### src/rtl/instr_assembler.sv
// RV32I instruction assembler: encodes structured requests into byteswapped
// 32-bit words, tags each with a sequential address and buffers it in a FIFO.
module instr_assembler #(
  parameter int unsigned DEPTH     = 4,
  parameter logic [31:0] BASE_ADDR = 32'h0000_0000
) (
  input  logic        clk,
  input  logic        rst_n,
  input  logic        flush,
  input  logic        req_valid,
  output logic        req_ready,
  input  logic [2:0]  req_format,
  input  logic [4:0]  req_rd,
  input  logic [4:0]  req_rs1,
  input  logic [4:0]  req_rs2,
  input  logic [2:0]  req_funct3,
  input  logic [6:0]  req_funct7,
  input  logic [31:0] req_imm,
  output logic        out_valid,
  input  logic        out_ready,
  output logic [31:0] out_addr,
  output logic [31:0] out_data,
  output logic        err_pulse,
  output logic [7:0]  err_count
);

  localparam int unsigned PTR_W = (DEPTH > 1) ? $clog2(DEPTH) : 1;
  localparam int unsigned CNT_W = PTR_W + 1;
  localparam logic [CNT_W-1:0] FULL_CNT = CNT_W'(DEPTH);

  typedef enum logic [2:0] {
    FMT_OP     = 3'd0,
    FMT_OP_IMM = 3'd1,
    FMT_LOAD   = 3'd2,
    FMT_STORE  = 3'd3,
    FMT_BRANCH = 3'd4,
    FMT_JAL    = 3'd5,
    FMT_EBREAK = 3'd6,
    FMT_RSVD   = 3'd7
  } fmt_e;

  localparam logic [6:0]  OPC_OP     = 7'b0110011;
  localparam logic [6:0]  OPC_OP_IMM = 7'b0010011;
  localparam logic [6:0]  OPC_LOAD   = 7'b0000011;
  localparam logic [6:0]  OPC_STORE  = 7'b0100011;
  localparam logic [6:0]  OPC_BRANCH = 7'b1100011;
  localparam logic [6:0]  OPC_JAL    = 7'b1101111;
  localparam logic [31:0] EBREAK_W   = 32'h0010_0073;

  // True when v is representable as a bits-wide two's-complement value,
  // i.e. everything from bit (bits-1) upward is a copy of the sign.
  function automatic logic fits_signed(input logic [31:0] v, input int unsigned bits);
    logic [31:0] hi;
    hi = 32'($signed(v) >>> (bits - 1));
    return (hi == '0) || (hi == '1);
  endfunction

  // ---------------------------------------------------------------------------
  // Encoder
  // ---------------------------------------------------------------------------
  fmt_e        fmt;
  logic        is_shift;
  logic [31:0] enc_word;
  logic        enc_ok;
  logic [31:0] enc_swapped;

  assign fmt      = fmt_e'(req_format);
  assign is_shift = (req_funct3 == 3'b001) || (req_funct3 == 3'b101);

  // NOTE: every signal assigned in an always_comb gets a default first, so no
  // path through the case can leave it unassigned and infer a latch.
  always_comb begin
    enc_word = '0;
    enc_ok   = 1'b0;
    unique case (fmt)
      FMT_OP: begin
        enc_word = {req_funct7, req_rs2, req_rs1, req_funct3, req_rd, OPC_OP};
        enc_ok   = 1'b1;
      end
      FMT_OP_IMM: begin
        if (is_shift) begin
          enc_word = {req_funct7, req_imm[4:0], req_rs1, req_funct3, req_rd, OPC_OP_IMM};
          enc_ok   = (req_imm[31:5] == '0);
        end else begin
          enc_word = {req_imm[11:0], req_rs1, req_funct3, req_rd, OPC_OP_IMM};
          enc_ok   = fits_signed(req_imm, 12);
        end
      end
      FMT_LOAD: begin
        enc_word = {req_imm[11:0], req_rs1, req_funct3, req_rd, OPC_LOAD};
        enc_ok   = fits_signed(req_imm, 12);
      end
      FMT_STORE: begin
        enc_word = {req_imm[11:5], req_rs2, req_rs1, req_funct3, req_imm[4:0], OPC_STORE};
        enc_ok   = fits_signed(req_imm, 12);
      end
      FMT_BRANCH: begin
        enc_word = {req_imm[12], req_imm[10:5], req_rs2, req_rs1, req_funct3,
                    req_imm[4:1], req_imm[11], OPC_BRANCH};
        enc_ok   = fits_signed(req_imm, 13) && !req_imm[0];
      end
      FMT_JAL: begin
        enc_word = {req_imm[20], req_imm[10:1], req_imm[11], req_imm[19:12], req_rd, OPC_JAL};
        enc_ok   = fits_signed(req_imm, 21) && !req_imm[0];
      end
      FMT_EBREAK: begin
        enc_word = EBREAK_W;
        enc_ok   = 1'b1;
      end
      FMT_RSVD: begin
        enc_word = '0;
        enc_ok   = 1'b0;
      end
      default: begin
        enc_word = '0;
        enc_ok   = 1'b0;
      end
    endcase
  end

  // Instruction memory consumes the word least-significant byte first.
  assign enc_swapped = {enc_word[7:0], enc_word[15:8], enc_word[23:16], enc_word[31:24]};

  // ---------------------------------------------------------------------------
  // Handshake and FIFO control
  // ---------------------------------------------------------------------------
  logic [PTR_W-1:0] wr_ptr_q, wr_ptr_d;
  logic [PTR_W-1:0] rd_ptr_q, rd_ptr_d;
  logic [CNT_W-1:0] count_q,  count_d;
  logic [31:0]      addr_cnt_q, addr_cnt_d;
  logic             err_pulse_q, err_pulse_d;
  logic [7:0]       err_count_q, err_count_d;

  logic accept, push, pop, reject;

  assign req_ready = (count_q != FULL_CNT);
  assign out_valid = (count_q != '0);

  // A request is consumed whenever it handshakes; flush discards it silently.
  assign accept = req_valid && req_ready;
  assign push   = accept && enc_ok && !flush;
  assign reject = accept && !enc_ok && !flush;
  assign pop    = out_valid && out_ready && !flush;

  always_comb begin
    wr_ptr_d    = wr_ptr_q;
    rd_ptr_d    = rd_ptr_q;
    count_d     = count_q;
    addr_cnt_d  = addr_cnt_q;
    err_pulse_d = reject;
    err_count_d = err_count_q;

    if (reject && (err_count_q != 8'hFF)) begin
      err_count_d = err_count_q + 8'd1;
    end

    if (flush) begin
      wr_ptr_d   = '0;
      rd_ptr_d   = '0;
      count_d    = '0;
      addr_cnt_d = BASE_ADDR;
    end else begin
      if (push) begin
        wr_ptr_d   = wr_ptr_q + PTR_W'(1);
        addr_cnt_d = addr_cnt_q + 32'd4;
      end
      if (pop) begin
        rd_ptr_d = rd_ptr_q + PTR_W'(1);
      end
      unique case ({push, pop})
        2'b10:   count_d = count_q + CNT_W'(1);
        2'b01:   count_d = count_q - CNT_W'(1);
        default: count_d = count_q;
      endcase
    end
  end

  // NOTE: sequential state is updated with non-blocking assignments so every
  // flop samples the pre-edge value of every other flop.
  always_ff @(posedge clk or negedge rst_n) begin
    if (!rst_n) begin
      wr_ptr_q    <= '0;
      rd_ptr_q    <= '0;
      count_q     <= '0;
      addr_cnt_q  <= BASE_ADDR;
      err_pulse_q <= 1'b0;
      err_count_q <= '0;
    end else begin
      wr_ptr_q    <= wr_ptr_d;
      rd_ptr_q    <= rd_ptr_d;
      count_q     <= count_d;
      addr_cnt_q  <= addr_cnt_d;
      err_pulse_q <= err_pulse_d;
      err_count_q <= err_count_d;
    end
  end

  // ---------------------------------------------------------------------------
  // Storage
  // ---------------------------------------------------------------------------
  logic [31:0] data_mem_q [DEPTH];
  logic [31:0] addr_mem_q [DEPTH];

  // NOTE: the storage array has no reset; validity lives entirely in count_q,
  // and the outputs are masked while the FIFO is empty.
  always_ff @(posedge clk) begin
    if (push) begin
      data_mem_q[wr_ptr_q] <= enc_swapped;
      addr_mem_q[wr_ptr_q] <= addr_cnt_q;
    end
  end

  // With nothing buffered the address port shows where the next word will land.
  assign out_data  = out_valid ? data_mem_q[rd_ptr_q] : 32'h0;
  assign out_addr  = out_valid ? addr_mem_q[rd_ptr_q] : addr_cnt_q;
  assign err_pulse = err_pulse_q;
  assign err_count = err_count_q;

endmodule
### config.mk
export PLATFORM = sky130hd
export DESIGN_NAME = instr_assembler
export DESIGN_NICKNAME = d
export VERILOG_FILES = /design/src/rtl/instr_assembler.sv
export SDC_FILE = /design/constraint.sdc
export NUM_CORES = 1
export LEC_CHECK = 0
export BUFFER_PORTS_ARGS = -buffer_cell sky130_fd_sc_hd__clkbuf_2
export CORE_MARGIN = 8
export CORE_UTILIZATION = 52
export CTS_CLUSTER_DIAMETER = 150
export DETAILED_ROUTE_END_ITERATION = 10
export PLACE_DENSITY_LB_ADDON = 0.25
export SETUP_SLACK_MARGIN = 0.4
export SLEW_MARGIN = 15
export SYNTH_ARGS = -nofsm -noshare
export SYNTH_HDL_FRONTEND = slang
export SYNTH_SLANG_ARGS = --single-unit
### constraint.sdc
create_clock -name clk -period 7.2 [get_ports clk]
set_input_delay 1.44 -clock clk [delete_from_list [all_inputs] [get_ports clk]]
set_output_delay 1.44 -clock clk [all_outputs]
set_load 0.02 [all_outputs]
==> impl_metrics.json, run 1 <==
{
  "post-route-period-util": 0.6559,
  "track_usage": 0.1883,
  "ctsHoldBuffers": 0,
  "synth-simple-area-share": 0.1017,
  "avgViaCountPerCell": 5.780,
  "status": "finished, final reports clean",
  "report.final.hold_viol_count": 0,
  "grt_max_degree": 75,
  "grtUsageMet1": 0.2477,
  "synth_top_area_cell": "edfxtp_1",
  "ys_warn_count": 0,
  "clk_pin_slew_ns": 0.06,
  "drc": 0,
  "dieArea_um2": 29230,
  "cts_tree": "done",
  "required_ns": 7.41,
  "grt_first_pass_wirelength_um": 42410,
  "r2r_start": "count_q[0]$_DFFE_PN0P_",
  "rsz0062_at_grt": "no",
  "syn-cell-area_um2": 12490,
  "ys_seq_area_frac": 0.6693,
  "finClkSkew_ns": 0.01654,
  "cp.arrival_ns": 4.93,
  "fin_hold_ws_ns": 0.5050,
  "total_power_mw": 4.483,
  "dp_hpwl_um": 17580,
  "layout-drive-gt1-share": 0.3214,
  "synth_cells": 791,
  "crit_end": "data_mem_q[3][0]$_DFFE_PP_",
  "grt_pass1_vias": 7401,
  "dr_total_vias": 7346,
  "met3_usage": 0.02743,
  "synth-compound-area-share": 0.04729,
  "die_h_um": 171.0,
  "dr.pass1.iters": 5,
  "gp_congestion": 0.7908,
  "final_area_um2": 14500,
  "synth.mux.area_fraction": 0.1348,
  "endpoint_kind": "flop",
  "period_needed_ns": 4.722,
  "final.fill_count": 1763,
  "ant_nets": 0,
  "numPortBuffers": 137,
  "crit_start": "req_imm[20]",
  "areaGrowthSynthToFinish_pct": 16.12,
  "wl_per_cell_um": 21.45,
  "drtIter0Drc": 620,
  "synth_most_common_cell": "edfxtp_1",
  "overflow": 0,
  "tightestPinTransition_ns": 0.9283,
  "setup_violations": 0,
  "worst_slew_margin_rel": 0.3812,
  "synth_edf_count": 240,
  "postCtsResizedCells": 0,
  "cap_viol_max_count": 0,
  "top_usage_layer": "met2",
  "r2r_slack_ns": 4.06,
  "post_cts_buffers": 0,
  "die_w_um": 171.0,
  "path_class": "primary input to flop",
  "initial_core_util": 0.5304,
  "io_pins": 140,
  "diodes": 0,
  "cts_sinks": 286,
  "synth_flop_cell": "edfxtp_1",
  "ff2ff_path_depth": 8,
  "nets": 1002,
  "final_max_slew_viol_count": 0,
  "synth_fa_ha_area_frac": 0.007615,
  "antenna_found_initial": 0,
  "timing.rr.end": "data_mem_q[3][0]$_DFFE_PP_",
  "yosys.area_share.xor_xnor": 0.01894,
  "yosysUniqueCellTypes": 58,
  "worstHoldPathType": "flop to flop",
  "p_per_area_nw_per_um2": 309.2,
  "min_from": "err_count[7]$_DFFE_PN0P_",
  "setup_tns_ns": 0,
  "yosys.area.top_type_share": 0.5772,
  "critPathLaunchType": "primary input",
  "fmax_mhz": 211.8,
  "synth_area_leaders": "edfxtp_1 (58%), mux4_2 (11%), dfrtp_1 (9.2%), mux2_2 (2.2%), and2_1 (1.9%)",
  "placedInstanceArea_um2": 13500,
  "insertion_delay_ns": 0.54,
  "ir_drop_uv": 210.5,
  "cts_buffer_depth": 3,
  "syn_area_per_cell_um2": 15.79,
  "htreeDepth": 1,
  "crit_path_max_fanout": 30,
  "netlist_top_cells_count": "edfxtp_1 (240), mux4_2 (60), nand2_1 (51), dfrtp_1 (46), nor2_1 (42)",
  "finalWirelength_um": 27270,
  "numCtsBuffers": 29,
  "synth_top_family_by_area": "multiplexers",
  "num_rows": 56,
  "power.leakage_nw": 5.227,
  "ys_ff_latch": 286,
  "cts_root_buf": "clkbuf_16",
  "async_flop_share": 0.1608,
  "met2_usage": 0.3226,
  "core-area_um2": 23540
}
-- registers in the layout, summed over array words and instances (netlist names) --
signal / cells
err_pulse: 1
count_q: 3
addr_cnt_q: 30
data_mem_q: 120
rd_ptr_q: 2
addr_mem_q: 120
err_count: 8
wr_ptr_q: 2
-- metal layers --
layer | part of all wire | routed length, um
met5 | 0 | 0
met4 | 0.025 | 684
met3 | 0.058 | 1575
met2 | 0.50 | 13730
met1 | 0.41 | 11280
-- cells by family (layout without fill, tap and decap cells) --
family | count (synthesis) | after routing
other | 1 | 2
flip-flops | 286 | 286
multiplexers | 90 | 90
AO/OA/AOI/OAI | 89 | 89
buffers and inverters | 61 | 221
AND/OR/NAND/NOR | 230 | 230
adder cells (fa/ha/maj) | 7 | 7
XOR/XNOR | 27 | 27
-- final cells by class --
| cell class | count | area (um2) | share of cell area |
|---|---|---|---|
| flip-flops and latches | 286 | 8363 | 0.5768 |
| multi-input cells | 445 | 3889 | 0.2682 |
| repair buffers | 149 | 775.7 | 0.05350 |
| inverters | 19 | 71.32 | 0.004918 |
| clock inverters | 21 | 235.2 | 0.01622 |
| clock buffers | 32 | 767.0 | 0.05289 |
| well taps | 319 | 399.1 | 0.02753 |
-- worst min path at each step --
stage | endpoint | cells past startpoint
2_1_floorplan | addr_mem_q[0][30]$_DFFE_PP_ | 0
3_3_place_gp | err_count[7]$_DFFE_PN0P_ | 1
3_5_place_dp | err_count[7]$_DFFE_PN0P_ | 1
4_1_cts | err_count[7]$_DFFE_PN0P_ | 1
5_1_grt | err_count[6]$_DFFE_PN0P_ | 1
6_report | err_count[7]$_DFFE_PN0P_ | 1
-- placed cells by master, fill, tap and decap left out, types with 5 or more instances in the layout --
cell type / count
xnor2_1: 25
clkbuf_2: 137
mux2i_1: 5
nor4_1: 13
clkbuf_16: 29
a21oi_1: 23
edfxtp_1: 240
dfrtp_1: 44
and4_1: 5
inv_1: 19
nor2_1: 42
o21ai_0: 21
and2_1: 34
a22o_1: 14
mux2_2: 24
nand3_1: 11
mux4_2: 60
a22oi_1: 5
nand2_1: 51
nand4_1: 19
nor3_1: 11
clkinv_2: 11
and3_1: 7
nor2b_1: 9
bufinv_16: 5
a21o_1: 6
buf_4: 12
ha_1: 6
-- report_power, final --
group / internal (mW) / total (mW) / leakage [nW] / switching [mW]
Combinational: 0.412 / 0.999 / 1.85 / 0.588
Sequential: 1.84 / 1.94 / 2.88 / 0.0904
Clock: 0.943 / 1.55 / 0.496 / 0.605
-- critical path: stages --
cell      delay, ns
clkbuf_2       0.10
nor4_1         0.29
nand3_1        0.17
or3_1          0.38
a21o_1         0.19
a31oi_1        0.69
nand2_2        0.26
nor2_1         0.22
and2_2         0.75
buf_4          0.40
-- stage by stage --
step	instances	util	setup slack [ns]
6_report	1271	0.6159	2.478
5_1_grt	1271	0.6159	2.257
4_1_cts	1271	0.6159	2.456
3_5_place_dp	1218	0.5733	1.910
3_3_place_gp	1218	0.5733	2.038
2_1_floorplan	792	-	2.255
Power figures use the tool's default switching activity.
==> run 2, diff against run 1 <==
==> constraint.sdc (replaced) <==
create_clock -name clk -period 4.6 [get_ports clk]
set_input_delay 0.92 -clock clk [delete_from_list [all_inputs] [get_ports clk]]
set_output_delay 0.92 -clock clk [all_outputs]
set_load 0.02 [all_outputs]
==> run 2 against run 1 <==
Register-to-register slack lost 2.8 ns. Combinational power is 61% higher. Largest cell class unchanged. First-iteration DRC count increased by 7.3%. Sequential power is 55% higher.
==> impl_metrics.json, run 2 (same netlist as run 1, synthesis figures left out) <==
{
  "num_rows": 56,
  "mostFrequentLayoutCells": "edfxtp_1 (240), clkbuf_2 (137), mux4_2 (60)",
  "p_int_mw": 5.118,
  "cts_root_buf": "clkbuf_16",
  "dieArea_um2": 29230,
  "diodes": 0,
  "final.fill_count": 1790,
  "cts_sinks": 286,
  "cts_buffer_depth": 3,
  "antenna_found_initial": 0,
  "finClkSkew_ns": 0.006301,
  "cts_tree": "done",
  "die_w_um": 171.0,
  "overflow": 0,
  "insertion_delay_ns": 0.53,
  "die_h_um": 171.0,
  "fin_hold_ws_ns": 0.4818,
  "crit_path_max_fanout": 44,
  "post-route-period-util": 0.8446,
  "timing.rr.end": "count_q[2]$_DFFE_PN0P_",
  "p_clk_frac": 0.350,
  "finalNonFillerCells": 1273,
  "gp_congestion": 0.7938,
  "worstHoldPathType": "primary input to asynchronous set/reset pin",
  "worst_slew_margin_rel": 0.3626,
  "initial_core_util": 0.5304,
  "crit_chain": "or3_2, buf_4, o21ai_0, clkbuf_2",
  "dr_total_vias": 7347,
  "numCtsBuffers": 28,
  "power.leakage_nw": 5.276,
  "wl_per_cell_um": 20.99,
  "areaGrowthSynthToFinish_pct": 17.23,
  "grt_pass1_vias": 7581,
  "p_seq_frac": 0.423,
  "grt_max_degree": 48,
  "final_max_slew_viol_count": 0,
  "ir_drop_uv": 299.6,
  "htreeDepth": 1,
  "max_stage_delay_ns": 0.92,
  "clk_pin_slew_ns": 0.06,
  "combPwrFrac": 0.226,
  "ff2ff_path_depth": 10,
  "track_usage": 0.1867,
  "dp_hpwl_um": 17300,
  "finalWirelength_um": 26720,
  "layout-drive-gt1-share": 0.3176,
  "p_switching_mw": 1.993,
  "setup_violations": 0,
  "required_ns": 3.68,
  "numPlacedInstances": 1222,
  "period_needed_ns": 3.885,
  "io_pins": 140,
  "rsz0062_at_grt": "no",
  "critPathLaunchType": "flop",
  "report.final.hold_viol_count": 0,
  "status": "finished, final reports clean",
  "critPathSlowestCell": "or3_2",
  "post_cts_buffers": 0,
  "final_area_um2": 14640,
  "setup_tns_ns": 0,
  "swShare": 0.2803,
  "ant_nets": 0,
  "drtIter0Drc": 665,
  "cap_viol_max_count": 0,
  "nets": 1005,
  "top_regs": "addr_mem_q x120, data_mem_q x120, addr_cnt_q x30",
  "p_per_area_nw_per_um2": 485.7,
  "placedInstanceArea_um2": 13620,
  "tightestPinTransition_ns": 0.9560,
  "drc": 0,
  "path_class": "flop to primary output",
  "layout_commonest_cell": "edfxtp_1",
  "fmax_mhz": 257.4,
  "grt_first_pass_wirelength_um": 42570,
  "r2r_start": "count_q[2]$_DFFE_PN0P_",
  "ctsHoldBuffers": 0,
  "core-area_um2": 23540,
  "r2r_slack_ns": 1.28,
  "postCtsResizedCells": 0,
  "dr.pass1.iters": 5,
  "endpoint_kind": "primary output",
  "cp.arrival_ns": 2.97,
  "numPortBuffers": 137,
  "avgViaCountPerCell": 5.771
}
==> run 2: cell count changes in the layout (fill, tap and decap cells not counted), sizes merged <==
cell | before | now
clkbuf | 169 | 170
clkinvlp | 3 | 0
bufinv | 5 | 7
buf | 12 | 16
clkinv | 13 | 11
==> run 2: power by group through the flow <==
stage	clock [mW]	combinational (mW)	sequential, mW
after floorplan	0	1.14	3.01
after global placement	0	1.63	3.07
after detailed placement	0	1.63	3.07
after CTS	2.54	1.64	3.02
after global routing	2.64	1.74	3.03
final	2.49	1.61	3.01
==> run 2: layer usage <==
layer / up-vias / GRT usage / share of wire
met5: - / 0 / 0
met4: 0 / 0.05255 / 0.024
met3: 38 / 0.03111 / 0.059
met2: 232 / 0.3093 / 0.49
met1: 3713 / 0.2527 / 0.43
li1: 3364 / - / -
==> run 2: critical path: cells and delay by family, from the launching register on <==
family / cells / cell delay (ns)
simple gates: 1 / 0.92
compound gates: 1 / 0.38
buf+inv: 2 / 0.67
flops: 1 / 0.43
==> run 2: area by class of cell <==
cell class	count	area (um2)	area share
Sequential cell	286	8363	0.5713
Multi-Input combinational cell	445	3889	0.2656
Timing Repair Buffer	153	893.4	0.06103
Clock buffer	33	760.7	0.05197
Tap cell	319	399.1	0.02727
Clock inverter	18	262.8	0.01795
Inverter	19	71.32	0.004872
==> run 2: through the flow <==
| step | total power, mW | setup WS, ns | util |
|---|---|---|---|
| floorplan | 4.153 | 0.8287 | - |
| global placement | 4.694 | 0.7283 | 0.5783 |
| detailed placement | 4.703 | 0.7217 | 0.5783 |
| CTS | 7.192 | 0.7287 | 0.6218 |
| global route | 7.406 | 0.6446 | 0.6218 |
| finish | 7.111 | 0.7148 | 0.6218 |
==> run 2: how the worst max path moves through the flow <==
stage | slack [ns] | cells after the start | from | end
finish | 0.71 | 4 | count_q[2]$_DFFE_PN0P_ | out_addr[11]
global route | 0.64 | 4 | count_q[2]$_DFFE_PN0P_ | out_addr[11]
CTS | 0.73 | 4 | count_q[2]$_DFFE_PN0P_ | out_addr[11]
detailed placement | 0.72 | 10 | req_imm[20] | data_mem_q[0][3]$_DFFE_PP_
global placement | 0.73 | 10 | req_imm[20] | data_mem_q[0][3]$_DFFE_PP_
floorplan | 0.83 | 8 | req_imm[20] | addr_mem_q[0][10]$_DFFE_PP_
==> run 3, diff against run 2 <==
==> constraint.sdc (replaced) <==
create_clock -name clk -period 3.6 [get_ports clk]
set_input_delay 0.72 -clock clk [delete_from_list [all_inputs] [get_ports clk]]
set_output_delay 0.72 -clock clk [all_outputs]
set_load 0.02 [all_outputs]
==> run 3 against run 2 <==
Clock skew rose by 0.00078 ns. Highest routed layer unchanged. Largest cell class unchanged. Final cell count grew 1.3%. Critical path type unchanged. Critical path depth stayed put. Worst setup slack lost 0.20 ns.
==> impl_metrics.json, run 3 (same netlist as run 1, synthesis figures left out) <==
{
  "crit_buf_inv": 2,
  "setup_violations": 0,
  "period_needed_ns": 3.090,
  "cp_top_family": "buffers and inverters",
  "worstHoldPathType": "primary input to asynchronous set/reset pin",
  "layout_commonest_cell": "edfxtp_1",
  "mostFrequentLayoutCells": "edfxtp_1 (240), clkbuf_2 (137), mux4_2 (60)",
  "crit_chain": "or3_2, buf_4, o21ai_0, clkbuf_2",
  "r2r_slack_ns": 0.87,
  "final_util": 0.6223,
  "avgViaCountPerCell": 5.787,
  "clk_pin_slew_ns": 0.06,
  "required_ns": 2.88,
  "insertion_delay_ns": 0.53,
  "ir_drop_uv": 437.4,
  "diodes": 0,
  "power.leakage_nw": 5.301,
  "wl_met2_um": 13190,
  "multiInputGateArea_um2": 3909,
  "dr.pass1.iters": 8,
  "wl_per_cell_um": 20.89,
  "track_usage": 0.1872,
  "fmax_mhz": 323.7,
  "placedInstanceArea_um2": 13740,
  "final.fill_count": 1811,
  "drc": 0,
  "finalWirelength_um": 26950,
  "critPathLaunchType": "flop",
  "antenna_found_initial": 0,
  "dr_total_vias": 7465,
  "areaGrowthSynthToFinish_pct": 17.32,
  "core-area_um2": 23540,
  "htreeDepth": 1,
  "crit_path_max_fanout": 40,
  "ff_latch_area_um2": 8363,
  "critPathSlowestCell": "or3_2",
  "path_class": "flop to primary output",
  "cap_viol_max_count": 0,
  "grt_pass1_vias": 7755,
  "num_rows": 56,
  "die_h_um": 171.0,
  "drtIter0Drc": 558,
  "max_stage_delay_ns": 0.50,
  "final_area_um2": 14650,
  "ant_nets": 0,
  "initial_core_util": 0.5304,
  "post-route-period-util": 0.8582,
  "cts_tree": "done",
  "cts_root_buf": "clkbuf_16",
  "worst_slew_margin_rel": 0.4251,
  "report.final.hold_viol_count": 0,
  "nets": 1023,
  "cts_sinks": 286,
  "met1Wirelength_um": 11940,
  "dr_wl_met3_um": 1381,
  "grt_first_pass_wirelength_um": 43150,
  "numPortBuffers": 137,
  "setup_tns_ns": 0,
  "endpoint_kind": "primary output",
  "maxUsedRoutingLayer": "met4",
  "dp_hpwl_um": 17990,
  "numCtsBuffers": 28,
  "cp.depth": 4,
  "layout-drive-gt1-share": 0.3275,
  "tightestPinTransition_ns": 0.8592,
  "ff2ff_path_depth": 8,
  "rsz0062_at_grt": "no",
  "overflow": 0,
  "finClkSkew_ns": 0.007084,
  "final_max_slew_viol_count": 0,
  "die_w_um": 171.0,
  "grt_max_degree": 49,
  "p_per_area_nw_per_um2": 596.4,
  "cp.arrival_ns": 2.37,
  "dieArea_um2": 29230,
  "gp_congestion": 0.8293,
  "total_power_mw": 8.738,
  "status": "finished, final reports clean",
  "cts_buffer_depth": 3,
  "io_pins": 140,
  "top_regs": "addr_mem_q x120, data_mem_q x120, addr_cnt_q x30"
}
==> run 3: path summary, 6_finish.rpt <==
| check | startpoint | endpoint |
|---|---|---|
| worst max-delay path | count_q[2]$_DFFE_PN0P_ | out_addr[17] |
| worst min-delay path | rst_n | err_count[7]$_DFFE_PN0P_ |
| worst max register to register | addr_cnt_q[9]$_DFFE_PN0N_ | addr_cnt_q[28]$_DFFE_PN0N_ |
| worst min register to register | err_count[7]$_DFFE_PN0P_ | err_count[7]$_DFFE_PN0P_ |
| max in group asynchronous | rst_n | addr_cnt_q[7]$_DFFE_PN0N_ |
| min in group clk | err_count[7]$_DFFE_PN0P_ | err_count[7]$_DFFE_PN0P_ |
==> run 3: what timing repair did <==
action,CTS,global route
gates cloned,0,0
setup buffers,4,0
hold buffers,0,0
resized for setup,0,2
endpoints found under the setup margin,41,2
==> run 3: power breakdown <==
group          internal (mW)  switching [mW]
clock                   1.59            1.17
sequential              3.69          0.0937
combinational          0.903            1.29
total                   6.19            2.55
==> run 3: worst reg2reg max path: stages, from the launching register on <==
cell and delay, ns:
dfrtp_1 0.51, and4_1 0.33, nand4_1 0.16, nor3_1 0.54
nand4_1 0.25, or3_1 0.41, nor3_1 0.23, xnor2_1 0.15
nor2_1 0.05
==> run 3: per-stage QoR <==
stage / hold slack [ns] / instances / worst slack, ns
after detailed placement: 0.5067 / 1236 / 0.1713
after global placement: 0.4885 / 1236 / 0.2216
after CTS: 0.2439 / 1290 / 0.4428
after floorplan: 0.4244 / 792 / 0.4149
final: 0.2175 / 1290 / 0.5104
after global routing: 0.2754 / 1290 / 0.4467
==> run 3: area by class of cell <==
class,instances,share of cell area
Clock buffer,36,0.05056
Clock inverter,14,0.008967
Inverter,19,0.004868
Multi-Input combinational cell,445,0.2668
Sequential cell,286,0.5708
Tap cell,319,0.02724
Timing Repair Buffer,171,0.07071
==> run 3: per-layer routing <==
| layer | up-vias | global-route usage |
|---|---|---|
| met5 | - | 0 |
| met4 | 0 | 0.04045 |
| met3 | 39 | 0.02535 |
| met2 | 203 | 0.3067 |
| met1 | 3831 | 0.2653 |
| li1 | 3392 | - |
